**src/rtl/int_ctrl_pkg.sv**
```systemverilog
// Shared types and helpers for the six-source interrupt controller
// and the decoder stage that consumes its code/ISR outputs.
package int_ctrl_pkg;

    localparam int NUM_IRQ = 6;

    localparam logic [2:0] CODE_NONE = 3'd0;

    typedef enum logic [1:0] {
        IDLE    = 2'd0,
        REQ     = 2'd1,
        SERVICE = 2'd2
    } state_t;

    function automatic logic [2:0] line_to_code(input logic [2:0] idx);
        return idx + 3'd1;
    endfunction

    // Code n lands on ISR_out[NUM_IRQ-n], so line k maps to bit NUM_IRQ-1-k.
    function automatic logic [2:0] line_to_isr_bit(input logic [2:0] idx);
        return 3'(NUM_IRQ - 1) - idx;
    endfunction

endpackage

```
**src/rtl/irq_prio_enc.sv**
```systemverilog
// Combinational lowest-index-wins priority encoder over the request lines.
// Shared with the decoder-side logic.
module irq_prio_enc
    import int_ctrl_pkg::*;
(
    input  logic [NUM_IRQ-1:0] req,
    output logic [2:0]         idx,
    output logic               valid
);

    always_comb begin
        idx   = '0;
        valid = 1'b0;
        for (int i = NUM_IRQ - 1; i >= 0; i--) begin
            if (req[i]) begin
                idx   = 3'(i);
                valid = 1'b1;
            end
        end
    end

endmodule

```
**src/rtl/int_ctrl_sequencer.sv**
```systemverilog
// Priority interrupt controller: IRR/IMR/ISR registers, edge capture
// and the intr/inta/eoi handshake sequencer.
module int_ctrl_sequencer
    import int_ctrl_pkg::*;
#(
    parameter int ACK_TIMEOUT = 16,
    parameter int CNT_W       = 5
) (
    input  logic       clk,
    input  logic       rst_n,
    input  logic [5:0] irq,
    input  logic       imr_wr,
    input  logic [5:0] imr_data,
    input  logic       inta,
    input  logic       eoi,
    output logic       intr,
    output logic [2:0] code_out,
    output logic [5:0] ISR_out,
    output logic [5:0] irr_out,
    output logic       timeout_err
);

    localparam logic [CNT_W-1:0] CNT_LAST = CNT_W'(ACK_TIMEOUT - 1);

    state_t state;
    state_t state_nxt;

    logic [NUM_IRQ-1:0] irq_d;
    logic [NUM_IRQ-1:0] rise_q;
    logic [NUM_IRQ-1:0] irr;
    logic [NUM_IRQ-1:0] imr;
    logic [NUM_IRQ-1:0] isr;
    logic [NUM_IRQ-1:0] elig;
    logic [NUM_IRQ-1:0] sel_oh;
    logic [2:0]         sel;
    logic [2:0]         win;
    logic               win_vld;
    logic [CNT_W-1:0]   cnt;

    logic grant;
    logic ack;
    logic tmo;
    logic done;
    logic cnt_inc;

    assign elig   = irr & ~imr;
    assign sel_oh = NUM_IRQ'(1) << sel;

    irq_prio_enc u_enc (
        .req   (elig),
        .idx   (win),
        .valid (win_vld)
    );

    always_ff @(posedge clk or negedge rst_n) begin
        if (!rst_n) begin
            state <= IDLE;
        end else begin
            state <= state_nxt;
        end
    end

    // inta is checked ahead of the timeout so a late ack still wins.
    always_comb begin
        state_nxt = state;
        grant     = 1'b0;
        ack       = 1'b0;
        tmo       = 1'b0;
        done      = 1'b0;
        cnt_inc   = 1'b0;
        unique case (state)
            IDLE: begin
                if (win_vld) begin
                    state_nxt = REQ;
                    grant     = 1'b1;
                end
            end
            REQ: begin
                if (inta) begin
                    state_nxt = SERVICE;
                    ack       = 1'b1;
                end else if (cnt == CNT_LAST) begin
                    state_nxt = IDLE;
                    tmo       = 1'b1;
                end else begin
                    cnt_inc = 1'b1;
                end
            end
            SERVICE: begin
                if (eoi) begin
                    state_nxt = IDLE;
                    done      = 1'b1;
                end
            end
            default: state_nxt = IDLE;
        endcase
    end

    always_ff @(posedge clk or negedge rst_n) begin
        if (!rst_n) begin
            irq_d       <= '0;
            rise_q      <= '0;
            irr         <= '0;
            imr         <= '1;
            isr         <= '0;
            sel         <= '0;
            cnt         <= '0;
            intr        <= 1'b0;
            code_out    <= CODE_NONE;
            timeout_err <= 1'b0;
        end else begin
            irq_d       <= irq;
            rise_q      <= irq & ~irq_d;
            timeout_err <= tmo;
            // A fresh edge on the acked line re-queues it.
            irr <= (irr & ~(ack ? sel_oh : '0)) | rise_q;
            if (imr_wr) begin
                imr <= imr_data;
            end
            if (ack) begin
                isr <= isr | sel_oh;
            end else if (done) begin
                isr <= isr & ~sel_oh;
            end
            if (grant) begin
                sel      <= win;
                code_out <= line_to_code(win);
                intr     <= 1'b1;
                cnt      <= '0;
            end else if (ack) begin
                intr <= 1'b0;
            end else if (tmo) begin
                intr     <= 1'b0;
                code_out <= CODE_NONE;
            end else if (done) begin
                code_out <= CODE_NONE;
            end
            if (cnt_inc) begin
                cnt <= cnt + 1'b1;
            end
        end
    end

    always_comb begin
        ISR_out = '0;
        for (int i = 0; i < NUM_IRQ; i++) begin
            ISR_out[line_to_isr_bit(3'(i))] = isr[i];
        end
    end

    assign irr_out = irr;

endmodule

```
**config.mk**
```make
export PLATFORM = sky130hd
export DESIGN_NAME = int_ctrl_sequencer
export DESIGN_NICKNAME = d
export VERILOG_FILES = /design/src/rtl/int_ctrl_pkg.sv /design/src/rtl/irq_prio_enc.sv /design/src/rtl/int_ctrl_sequencer.sv
export SDC_FILE = /design/constraint.sdc
export NUM_CORES = 1
export LEC_CHECK = 0
export ABC_AREA = 0
export BUFFER_PORTS_ARGS = -buffer_cell sky130_fd_sc_hd__buf_2
export CORE_ASPECT_RATIO = 0.7
export CORE_MARGIN = 10
export CORE_UTILIZATION = 35
export CTS_CLUSTER_DIAMETER = 120
export DETAILED_ROUTE_END_ITERATION = 12
export PLACE_DENSITY = 0.5
export SLEW_MARGIN = 30
export SYNTH_ARGS = -nofsm -noshare
export SYNTH_HDL_FRONTEND = slang
export SYNTH_SLANG_ARGS = --single-unit
```
**constraint.sdc**
```tcl
create_clock -name clk -period 1.8 [get_ports clk]
set_input_delay 0.18 -clock clk [delete_from_list [all_inputs] [get_ports clk]]
set_output_delay 0.18 -clock clk [all_outputs]
set_load 0.01 [all_outputs]
```
Word-level counts from Yosys, hierarchy flattened
Cells that the tools add are included.
{"block": "classes", "n_eq_ne": 7, "n_bitwise": 10, "n_mux": 41, "n_mul": 0, "reduce_logical": 7, "div_mod_pow": 0, "shift": 1, "magnitude_cmp": 0, "add_sub_neg": 2}
{"cell": "$mux 3", "count": 10}
{"cell": "$and 6x6->6", "count": 4}
{"cell": "$not 6->6", "count": 4}
{"cell": "$mux 1", "count": 21}
{"cell": "$mux 6", "count": 3}
{"cell": "$or 6x6->6", "count": 2}
{"cell": "$mux 5", "count": 2}
{"cell": "$mux 2", "count": 4}
{"cell": "$pmux 2 s3", "count": 1}
{"cell": "$reduce_bool 3->1", "count": 2}
{"cell": "$shl 1x3->6 const A", "count": 1}
{"cell": "$add 5x1->5 const B", "count": 1}
{"cell": "$eq 5x4->1 const B", "count": 1}
{"cell": "$ne 2x2->1 const B", "count": 2}
{"cell": "$reduce_bool 2->1", "count": 2}
{"cell": "$add 3x1->3 const B", "count": 1}
{"cell": "$ne 3x3->1 const B", "count": 1}
{"cell": "$reduce_and 3->1", "count": 1}
{"cell": "$eq 2x1->1 const B", "count": 1}
{"cell": "$eq 2x2->1 const B", "count": 1}
{"cell": "$logic_not 2->1", "count": 1}
{"cell": "$ne 2x1->1 const B", "count": 1}
{"cell": "$reduce_and 2->1", "count": 1}
{"block": "word_totals", "mem_bits_ro": 0, "latch_bits": 0, "ff_bits": 45, "mem_count": 0, "ram_bits": 0, "wordCells": 79, "in_bits": 17, "out_inout_bits": 17}

Logic depth before layout (Yosys ltp)
{"block": "logic_depth", "word_depth": 12, "depth_mapped": 7}

Hierarchy
A second synthesis with hierarchy kept.
{"block": "hier_totals", "cells_unflattened": 151, "hier_area_um2": 1851.8}
{"module": "int_ctrl_sequencer", "cells_each": 141, "n_inst": 1, "area_each_um2": 1794.2}
{"module": "irq_prio_enc", "cells_each": 10, "n_inst": 1, "area_each_um2": 57.6}

Worst setup path before layout
OpenSTA, ideal clock, no wires.
{"block": "synth_timing", "path_type": "reg-to-reg", "from": "register cnt[0]", "to": "register cnt[3]", "stages_incl_launch_ff": 8, "setup_ns": 0.121, "required_ns": 1.679, "setup_slack_ns": 0.110, "t_arrival_ns": 1.569, "path_cell_list": "dfrtp_1 -> ha_1 -> and3_1 -> ha_1 -> nor4b_2 -> nand4_1 -> xor2_1 -> nor2_1"}
{"block": "synth_between", "elab_chain_cells": 5, "elab_cells_between_ends": 7, "classes_between": "1 x add/sub; 1 x eq/ne; 4 x mux; 1 x reduce/logical"}
{"item": "from (decl)", "line_no": "int_ctrl_sequencer.sv:38", "text": "logic [CNT_W-1:0] cnt;"}
{"item": "from (signal assigned)", "line_no": "int_ctrl_sequencer.sv:139", "text": "cnt <= cnt + 1'b1;"}
{"item": "$eq 5x4->1", "line_no": "int_ctrl_sequencer.sv:82", "text": "end else if (cnt == CNT_LAST) begin"}
{"item": "$mux 1", "line_no": "int_ctrl_sequencer.sv:82"}
{"item": "$mux 1", "line_no": "int_ctrl_sequencer.sv:79", "text": "if (inta) begin"}
{"item": "$mux 1", "line_no": "int_ctrl_sequencer.sv:71", "text": "unique case (state)"}
{"item": "$mux 5 / $reduce_bool 2->1 (equally long branches)"}
Several ways; a longest one is shown, not always the timed one.
A chain may end at the register's enable or synchronous reset.

Final worst setup path
Ends and elaborated chain as after synthesis.

==> summary.txt <==
Global routing
  – Grt met3 use: slightly above 4%
  – Met1 Track Usage GR: between 10% and 20%
  – Grt ovf: 0
  – Antenna violations before repair: 0
  – GR Layer Usage met2: between 10% and 20%
  – Vias in the first global route: 1363
  – GRT busiest layer: met2
  – Largest net degree at the start of global routing: between 40 and 50
  – First-pass GRT wire length: about 7000 um
  – GRT Resource Usage Total: 10.0%

Placed design
  – Post-Place Worst Slack: -0.0158 ns
  – DP Wirelength: roughly 3100 um
  – Global placement routability congestion: about 0.76
  – Placed cell count: 265
  – IO buf count: 33

Route
  – Detailed Route Iter0 Violations: 47
  – Final wirelength: around 4000 um
  – Vias per cell: 4.73
  – Wire length per cell: about 14 um
  – Router iterations before antenna repair: 4
  – DRT antenna net count: 0
  – DRC Markers: 0
  – Routed via count: 1323

Synthesis
  – Post-synth EDFFs: 0
  – Main flop type after synthesis: dfrtp_1
  – Syn avg cell area: around 12 um2
  – Flops & latches, synth: 45
  – Netlist cell types: 38
  – Sequential share of the synthesized area: between 60% and 70%
  – Synth Instances: around 160
  – Synthesis Warnings: 0
  – Post-synth ARST share: 100%
  – Syn Nets: between 150 and 200
  – Mapped Area: between 1500 and 2000 um2

Floorplan
  – Area of the core: just over 5000 um2
  – Ports: 34
  – Num rows: 22
  – Initial Util: between 30% and 40%
  – Die area: around 8600 um2
  – Die width: 107 um
  – Chip height: a little over 80 um

Clock network
  – Setup Buffers After CTS: 0
  – Clock latency on the worst-skew pair: 0.30 ns
  – CTS Root Cell: clkbuf_8
  – Clock Sinks: 45
  – Clock buffer count from CTS: 5
  – H-tree lvl count: 2
  – CTS tree: done
  – CTS clk-pin slew, worst paths: approximately 0.080 ns
  – CTS Buffer Depth: 2

Final layout
  – Share of cells above drive strength 1: a little under a third
  – Most frequent cells in the layout: 39 x dfrtp_1, 33 x buf_2, 24 x nand2_1
  – Post-route insts no fill: between 200 and 300
  – Nets: about 230
  – Most common cell after layout, fill and taps aside: dfrtp_1
  – Fill cell count: around 510
  – Area growth, synth to finish: 27.8%
  – Ant. Diodes: 0

Worst setup path
  – CP Capture Type: flip-flop
  – Reg2reg start: cnt[0]
  – CP startpoint: cnt[0]
  – Reg2reg end: cnt[3]
  – CP Data Required Time: between 2 and 2.5 ns
  – Worst path max stage delay: 0.41 ns
  – CP dominant cell by count: ha_2
  – Crit-path max FO: 4
  – Critical-path cell list: ha_2 > and3_1 > ha_2 > nor4b_4 > nand4_1 > xor2_1 > nor2_1
  – Crit path capture: cnt[3]
  – CP Launch Type: flip-flop
  – Crit path kind: reg -> reg
  – Arrival time worst endpoint: between 1.5 and 2 ns
  – Cell depth of the worst flop-to-flop path: 7
  – Flop2flop setup slack: between 0.1 and 0.15 ns
  – Slowest CP cell: dfrtp_1

Run
  – Maxcap violations: 0

Status
  – Status: completed

Pwr
  – Total Power: ~3.4 mW
  – Power Density: around 1500 nW/um2
  – Leak: around 1.1 nW
  – Worst vdd ir: a little over 0.0007 V

STA
  – Tmin final: ~1.7 ns
  – Slew Limit Fails: 0
  – Setup TNS: 0 ns
  – Final Hold Fails: 0
  – Slew HR: around 63%
  – Clk_skew: 0.0148 ns
  – Final setup violating endpoints: 0
  – Final Cycle Share: ~90%
  – Actual slew at the worst max-slew pin: approximately 0.55 ns
  – Fmax: around 600 MHz
  – Fin worst setup slack: ~0.14 ns

Hold path
  – Hold Crit Class: in -> reg
-- cells in the mapped netlist (2+ instances only) --
library cell,n,area share (%)
nand2b_1,8,2.7
inv_1,5,1.0
dfstp_2,6,8.5
nand4_1,2,0.68
ha_1,3,2.0
mux2i_1,2,1.1
clkbuf_1,3,0.61
a21oi_1,3,0.81
nand3b_1,3,1.2
nor2_1,5,1.0
o41ai_1,2,0.95
nand2_1,24,4.9
dfrtp_1,39,53
o21ai_0,10,2.7
a21o_1,6,2.4
o21ai_1,4,1.1
mux2_2,4,2.4
nor2b_1,8,2.7
o31ai_1,2,0.81
xor2_1,2,0.95
-- layer usage --
metal	routed length [um]	share of wire, %	up-vias
met1	1890	47	651
met2	1850	46	24
met4	16	0.40	0
li1	-	-	646
met3	292	7.2	2
met5	0	0	-
-- what timing repair did --
| action | CTS | global route |
|---|---|---|
| endpoints found under the setup margin | 3 | 7 |
| hold endpoints to repair | 45 | 0 |
| hold buffers | 7 | 0 |
| pin swaps | 0 | 2 |
| gates resized for setup | 1 | 6 |
-- worst max-delay path: cells and delay by family, from the launching register on --
| family | cells | cell delay [ns] |
|---|---|---|
| flip-flops | 1 | 0.41 |
| AND/OR/NAND/NOR | 4 | 0.62 |
| adder cells (fa/ha/maj) | 2 | 0.41 |
| XOR/XNOR | 1 | 0.15 |
-- worst min-delay path by stage --
| stage | start | endpoint | depth (start not counted) |
|---|---|---|---|
| after global placement | rst_n | irq_d[3] | 2 |
| after CTS | imr_data[3] | imr[3] | 3 |
| after floorplan | rst_n | asynchronous set/reset pin | 0 |
| after detailed placement | rst_n | irq_d[3] | 2 |
| after global routing | imr_data[3] | imr[3] | 3 |
| final | eoi | state[1] | 2 |
-- through the flow --
stage          cell area (um2)  hold WS [ns]  util [%]
6_report                  2360        0.0924      45.6
3_5_place_dp              2120         0.296      41.0
4_1_cts                   2330        0.0833      45.0
2_1_floorplan             1850        -0.116         -
3_3_place_gp              2120         0.286      41.0
5_1_grt                   2360        0.0928      45.6
-- area by class of cell --
class,count,area (um2),area share (%)
clock buffer,5,68.8,2.92
clock inverter,3,65.1,2.76
inverter,5,18.8,0.796
multi-input combinational,106,717,30.4
sequential,45,1130,48.1
tap,72,90.1,3.82
timing repair buffer,44,265,11.2
-- cells by family after synthesis --
group / after synthesis / synth area share [%]
AND/OR/NAND/NOR: 62 / 18.8
flip-flops: 45 / 61.4
AO/OA/AOI/OAI: 32 / 11.0
buffers and inverters: 8 / 1.63
multiplexers: 7 / 4.14
adder cells (fa/ha/maj): 3 / 2.03
XOR/XNOR: 2 / 0.949
-- where the power goes --
| part | switching [mW] | internal, mW |
|---|---|---|
| sequential | 0.249 | 1.27 |
| clock | 0.336 | 0.551 |
| combinational | 0.544 | 0.474 |
| total | 1.13 | 2.29 |
(Power assumes the default switching activity.)
